`src/rtl/iir_biquad_seq.sv`:
```
// Direct-form-I IIR biquad sequencer. One shared multiplier-accumulator is
// stepped through the five taps b0,b1,b2,a1,a2. The result is then rounded
// and saturated, the x/y delay line is updated, and the output sample is
// handed downstream over a valid/ready handshake.
module iir_biquad_seq #(
  parameter int INT_BITS  = 12,
  parameter int FRAC_BITS = 16,
  localparam int W        = INT_BITS + FRAC_BITS + 1,
  localparam int ACC_W    = 2 * (INT_BITS + FRAC_BITS) + 1 + 3
) (
  input  logic                clk,
  input  logic                resetn,
  input  logic                s_valid,
  output logic                s_ready,
  input  logic signed [W-1:0] s_data,
  output logic                m_valid,
  input  logic                m_ready,
  output logic signed [W-1:0] m_data,
  input  logic                coef_we,
  input  logic [2:0]          coef_addr,
  input  logic signed [W-1:0] coef_data,
  input  logic                clear,
  output logic                busy,
  output logic                sat
);

  typedef enum logic [1:0] {IDLE, MAC, RND, OUT} state_e;

  localparam logic signed [ACC_W-1:0] RND_HALF = ACC_W'(1) << (FRAC_BITS - 1);
  localparam logic signed [ACC_W-1:0] Y_MAX = {{(ACC_W-W+1){1'b0}}, {(W-1){1'b1}}};
  localparam logic signed [ACC_W-1:0] Y_MIN = {{(ACC_W-W+1){1'b1}}, {(W-1){1'b0}}};

  state_e                    state_q, state_d;
  logic [2:0]                tap_q, tap_d;
  logic signed [ACC_W-1:0]   acc_q, acc_d;
  logic signed [W-1:0]       x0_q, x0_d, x1_q, x1_d, x2_q, x2_d;
  logic signed [W-1:0]       y1_q, y1_d, y2_q, y2_d;
  logic signed [W-1:0]       coef_q [5];
  logic signed [W-1:0]       coef_d [5];
  logic                      s_ready_q, s_ready_d;
  logic                      m_valid_q, m_valid_d;
  logic signed [W-1:0]       m_data_q, m_data_d;
  logic                      sat_q, sat_d;

  logic signed [W-1:0]       mul_a, mul_b;
  logic [2*W-1:0]            prod;
  logic signed [ACC_W-1:0]   prod_ext;
  logic signed [ACC_W-1:0]   rnd_sum, r;
  logic                      clamp;
  logic signed [W-1:0]       y_new;

  // Select the coefficient/delay-state pair for the current tap.
  always_comb begin
    // NOTE: every combinational output gets a default first so no path
    // through the case leaves it unassigned and infers a latch.
    mul_a = '0;
    mul_b = '0;
    case (tap_q)
      3'd0: begin mul_a = coef_q[0]; mul_b = x0_q; end
      3'd1: begin mul_a = coef_q[1]; mul_b = x1_q; end
      3'd2: begin mul_a = coef_q[2]; mul_b = x2_q; end
      3'd3: begin mul_a = coef_q[3]; mul_b = y1_q; end
      3'd4: begin mul_a = coef_q[4]; mul_b = y2_q; end
      default: ;
    endcase
  end

  // Full signed product: the low 2W bits of the sign-extended operands'
  // product equal the signed W x W product, then extend into the guard bits.
  assign prod     = {{W{mul_a[W-1]}}, mul_a} * {{W{mul_b[W-1]}}, mul_b};
  assign prod_ext = {{(ACC_W-2*W){prod[2*W-1]}}, prod};

  // Round half up, drop the fraction, clamp to the sample range.
  assign rnd_sum = acc_q + RND_HALF;
  assign r       = rnd_sum >>> FRAC_BITS;
  always_comb begin
    clamp = 1'b0;
    y_new = r[W-1:0];
    if (r > Y_MAX) begin
      clamp = 1'b1;
      y_new = Y_MAX[W-1:0];
    end else if (r < Y_MIN) begin
      clamp = 1'b1;
      y_new = Y_MIN[W-1:0];
    end
  end

  // Sequencer next-state, datapath updates and coefficient writes.
  always_comb begin
    state_d   = state_q;
    tap_d     = tap_q;
    acc_d     = acc_q;
    x0_d      = x0_q;
    x1_d      = x1_q;
    x2_d      = x2_q;
    y1_d      = y1_q;
    y2_d      = y2_q;
    coef_d    = coef_q;
    s_ready_d = s_ready_q;
    m_valid_d = m_valid_q;
    m_data_d  = m_data_q;
    sat_d     = sat_q;

    case (state_q)
      IDLE: begin
        // s_ready comes up one edge after reset release and stays up here.
        s_ready_d = 1'b1;
        for (int i = 0; i < 5; i++) begin
          if (coef_we && coef_addr == 3'(i)) coef_d[i] = coef_data;
        end
        if (s_valid && s_ready_q) begin
          x0_d      = s_data;
          acc_d     = '0;
          tap_d     = '0;
          s_ready_d = 1'b0;
          state_d   = MAC;
        end
      end
      MAC: begin
        // Feedback taps (a1, a2) are subtracted.
        acc_d = (tap_q >= 3'd3) ? acc_q - prod_ext : acc_q + prod_ext;
        if (tap_q == 3'd4) state_d = RND;
        else               tap_d   = tap_q + 3'd1;
      end
      RND: begin
        m_data_d  = y_new;
        sat_d     = sat_q | clamp;
        x2_d      = x1_q;
        x1_d      = x0_q;
        y2_d      = y1_q;
        y1_d      = y_new;
        m_valid_d = 1'b1;
        state_d   = OUT;
      end
      OUT: begin
        if (m_ready) begin
          m_valid_d = 1'b0;
          s_ready_d = 1'b1;
          state_d   = IDLE;
        end
      end
      default: state_d = IDLE;
    endcase

    // Abort wins over everything else; coefficients survive it.
    if (clear) begin
      state_d   = IDLE;
      tap_d     = '0;
      acc_d     = '0;
      x0_d      = '0;
      x1_d      = '0;
      x2_d      = '0;
      y1_d      = '0;
      y2_d      = '0;
      coef_d    = coef_q;
      sat_d     = 1'b0;
      m_valid_d = 1'b0;
      s_ready_d = 1'b1;
    end
  end

  // State and datapath registers.
  always_ff @(posedge clk or negedge resetn) begin
    if (!resetn) begin
      state_q   <= IDLE;
      tap_q     <= '0;
      acc_q     <= '0;
      x0_q      <= '0;
      x1_q      <= '0;
      x2_q      <= '0;
      y1_q      <= '0;
      y2_q      <= '0;
      // NOTE: the coefficient bank is a handful of flops that must read as
      // zero after reset, so it is reset like any other register rather
      // than treated as an unreset memory.
      for (int i = 0; i < 5; i++) coef_q[i] <= '0;
      s_ready_q <= 1'b0;
      m_valid_q <= 1'b0;
      m_data_q  <= '0;
      sat_q     <= 1'b0;
    end else begin
      // NOTE: non-blocking assignments so every register samples the
      // pre-edge values computed in the combinational blocks.
      state_q   <= state_d;
      tap_q     <= tap_d;
      acc_q     <= acc_d;
      x0_q      <= x0_d;
      x1_q      <= x1_d;
      x2_q      <= x2_d;
      y1_q      <= y1_d;
      y2_q      <= y2_d;
      coef_q    <= coef_d;
      s_ready_q <= s_ready_d;
      m_valid_q <= m_valid_d;
      m_data_q  <= m_data_d;
      sat_q     <= sat_d;
    end
  end

  assign s_ready = s_ready_q;
  assign m_valid = m_valid_q;
  assign m_data  = m_data_q;
  assign busy    = (state_q != IDLE);
  assign sat     = sat_q;

endmodule

```
`config.mk`:
```
export PLATFORM = sky130hd
export DESIGN_NAME = iir_biquad_seq
export DESIGN_NICKNAME = d
export VERILOG_FILES = /design/src/rtl/iir_biquad_seq.sv
export SDC_FILE = /design/constraint.sdc
export NUM_CORES = 2
export LEC_CHECK = 0
export BUFFER_PORTS_ARGS = -buffer_cell sky130_fd_sc_hd__buf_2
export CAP_MARGIN = 25
export CELL_PAD_IN_SITES_DETAIL_PLACEMENT = 1
export CELL_PAD_IN_SITES_GLOBAL_PLACEMENT = 2
export CORE_MARGIN = 3
export CORE_UTILIZATION = 38
export CTS_CLUSTER_SIZE = 16
export DETAILED_ROUTE_END_ITERATION = 8
export PLACE_DENSITY_LB_ADDON = 0.12
export SYNTH_ARGS = -nofsm -noshare
export SYNTH_HDL_FRONTEND = slang
export SYNTH_SLANG_ARGS = --single-unit
```
`constraint.sdc`:
```
create_clock -name clk -period 11.8 [get_ports clk]
set_clock_uncertainty 0.05 [all_clocks]
set_input_delay 2.36 -clock clk [delete_from_list [all_inputs] [get_ports clk]]
set_output_delay 2.36 -clock clk [all_outputs]
set_load 0.05 [all_outputs]
```
==> flow_metrics.tcl <==
set metrics [dict create \
    hold_viol_final 0 \
    diodes 0 \
    cpMostUsedCell "fa_1" \
    fillers 15740 \
    cts.htree.levels 2 \
    crit_path_max_fanout 7 \
    cp.arrival_ns 12.75 \
    regArea_sq_um 9688 \
    antenna_found_initial 0 \
    insertion_delay_ns 0.65 \
    initialDrtViolationCount 2972 \
    slowest_stage "or4b_4" \
    rows 136 \
    synth_nets 7021 \
    cts_tree "done" \
    drc 0 \
    yosys_warnings 0 \
    relSlewSlack_pct 29.23 \
    setup_viol 11 \
    synth_flop_cell "dfrtp_1" \
    grt_pass1_vias 49780 \
    syn_avg_cell_area_sq_um 9.107 \
    drt-total-wl_um 202600 \
    fin_util_pct 48.26 \
    grtUsageTotal_pct 28.72 \
    area_delta_synth_final_pct 25.69 \
    hp-class "flip-flop to flip-flop" \
    wire_per_inst_um 23.84 \
    syn_inst 5811 \
    async_flop_share_pct 100.0 \
    worst_pin_slew_ns 1.062 \
    grt_max_degree 113 \
    seq_area_frac_synth_pct 18.30 \
    hold_end "acc_q[4]" \
    setup_ws_ns -0.5065 \
    period_minus_slack_ns 12.31 \
    finalSetupTns_ns -2.311 \
    cp-start-kind "flip-flop" \
    clk_path_buf_depth 3 \
    rsz0062_at_grt "true" \
    routed-via-count 44840 \
    ys_ff_latch 387 \
    clock_tree.root_cell "clkbuf_16" \
    cpPeakStageDelay_ns 0.55 \
    finalCritPeriodShare_pct 104.3 \
    ioPinCount 100 \
    crit_path_end_kind "flip-flop" \
    final_nets 7880 \
    drv_cap 0 \
    timing.fmax_mhz 81.26 \
    ant_nets 0 \
    dp_cells 8335 \
    drt-vias-per-instance 5.274 \
    grt_pass1_wl_um 311500 \
    rr_startpoint "tap_q[1]" \
    multiInputGateArea_sq_um 39670 \
    synth_cell_types 111 \
    grt_overflow_total 0 \
    io_buffers 99 \
    preCtsSetupSlack_ns -0.8424 \
    synth-edff-count 0 \
    dieHeight_um 379.2 \
    crit_type "flip-flop to flip-flop" \
    cp.required_ns 12.24 \
    die_w_um 379.2 \
    coreArea_sq_um 137800 \
    die_area_sq_um 143800 \
    violations "setup timing" \
    dpl.hpwl_um 168900 \
    netlist_area_sq_um 52920 \
    min_from "acc_q[4]" \
    first_pass_iters 6 \
    stdcell_count 8501 \
    reg2regPathDepth 52 \
    slew_violations 0 \
    cts_buffers 47 \
    layout-drive-gt1-share_pct 24.42 \
    initial_core_util_pct 38.40 \
    clk_pin_slew_ns 0.06 \
    min_path_cells 2 \
    timing.rr.end "acc_q[51]" \
    reg2reg_setup_slack_ns -0.51 \
    cts_sinks 387 \
    finalWeightedCongestion 0.9452 \
    status "complete, but fails checks" \
]
-- how the worst max path moves through the flow --
stage	end	cells past startpoint	slack, ns	startpoint
2_1_floorplan	acc_q[59]	53	0.004	tap_q[0]
3_3_place_gp	acc_q[56]	47	-0.72	tap_q[1]
3_5_place_dp	acc_q[56]	46	-0.84	tap_q[0]
4_1_cts	acc_q[59]	49	-0.42	tap_q[0]
5_1_grt	acc_q[51]	52	-0.96	tap_q[1]
6_report	acc_q[51]	52	-0.51	tap_q[1]
-- cell usage in the layout (no fill, tap or decap), drive strengths merged, types with 23 or more instances in the layout --
cell type / synthesis / routed
buf: 40 / 1099
inv: 1009 / 1012
fa: 902 / 902
nor2: 711 / 711
nand2: 659 / 659
dfrtp: 387 / 387
ha: 241 / 241
o21ai: 206 / 206
a21oi: 157 / 157
mux2: 147 / 147
xnor2: 99 / 99
mux2i: 92 / 92
o21a: 90 / 90
xor2: 87 / 87
a21o: 68 / 68
nor3: 68 / 68
clkbuf: 254 / 67
a22oi: 63 / 63
nand3: 50 / 50
a222oi: 47 / 47
nand4: 39 / 39
a31oi: 31 / 31
and2: 30 / 30
a211oi: 23 / 23
o31ai: 23 / 23
-- through the flow --
| stage | area (sq um) | hold slack, ns |
|---|---|---|
| detailed placement | 62590 | 0.4296 |
| floorplan | 53210 | 0.3998 |
| CTS | 65070 | 0.4440 |
| global route | 66520 | 0.4687 |
| global placement | 62580 | 0.4153 |
| finish | 66520 | 0.4363 |
-- kinds of logic after synthesis --
family / after synthesis / synth area share, %
xor+xnor: 186 / 3.092
simple gates: 1719 / 13.91
fa+ha+maj: 1143 / 39.82
compound gates: 834 / 10.65
mux: 239 / 4.868
flops: 387 / 18.30
buf+inv: 1303 / 9.360
-- registers in the layout, indices dropped and copies added, names as in the netlist --
| signal | count |
|---|---|
| acc_q | 60 |
| coef_q | 145 |
| m_data | 29 |
| m_valid | 1 |
| s_ready | 1 |
| sat | 1 |
| state_q | 2 |
| tap_q | 3 |
| x0_q | 29 |
| x1_q | 29 |
| x2_q | 29 |
| y1_q | 29 |
| y2_q | 29 |
-- layout make-up --
type                       count  share of cell area (%)
clock buffer                  63                   2.071
clock inverter                23                  0.6452
inverter                    1009                   5.694
multi-input combinational   4122                   59.63
sequential                   387                   14.56
tap                         1794                   3.374
timing repair buffer        1103                   14.02
-- timing repair --
item / in CTS / in global routing
hold buffers: 0 / 0
gates resized for setup: 109 / 233
setup buffers: 28 / 46
pin swaps: 52 / 166
gates cloned: 0 / 4
endpoints found under the setup margin: 27 / 34
-- synth_stat cells, types with 22 or more instances --
master / instances / share of area (%)
xnor2_1: 98 / 1.6
nand2_1: 657 / 4.7
buf_1: 24 / 0.17
a21oi_1: 157 / 1.5
o21ai_0: 176 / 1.7
fa_1: 902 / 34
inv_1: 1009 / 7.2
a21o_1: 67 / 0.95
o21a_1: 89 / 1.3
a22oi_1: 63 / 0.89
ha_1: 241 / 5.7
mux2i_1: 92 / 1.7
xor2_1: 87 / 1.4
mux2_2: 147 / 3.1
nand3_1: 50 / 0.47
dfrtp_1: 387 / 18
nor3_1: 66 / 0.62
a222oi_1: 47 / 0.89
nor2_1: 711 / 5.0
and2_1: 28 / 0.33
o21ai_1: 28 / 0.26
a31oi_1: 30 / 0.35
clkbuf_1: 253 / 1.8
a211oi_1: 22 / 0.31
nand4_1: 39 / 0.46
-- worst max-delay path, delay by kind of cell, from the launching register on --
kind	cells	cell delay, ns
buffers and inverters	14	1.63
and+or+nand+nor	12	2.79
DFF	1	0.41
AOI/OAI and AO/OA	13	2.26
adders and majority gates	11	4.64
xor gates and xnor gates	2	0.36
-- metal layers --
layer  vias to the layer above  share of wire (%)  GRT usage [%]
met5                         -                  0              0
met4                         0                3.2          7.454
met3                       216                5.6          4.315
met2                      1003                 47          47.76
met1                     23500                 44          39.17
li1                      20120                  -              -
Power is not shown: default switching activity piles up to over one toggle a cycle in this logic, so the estimate is an artifact.
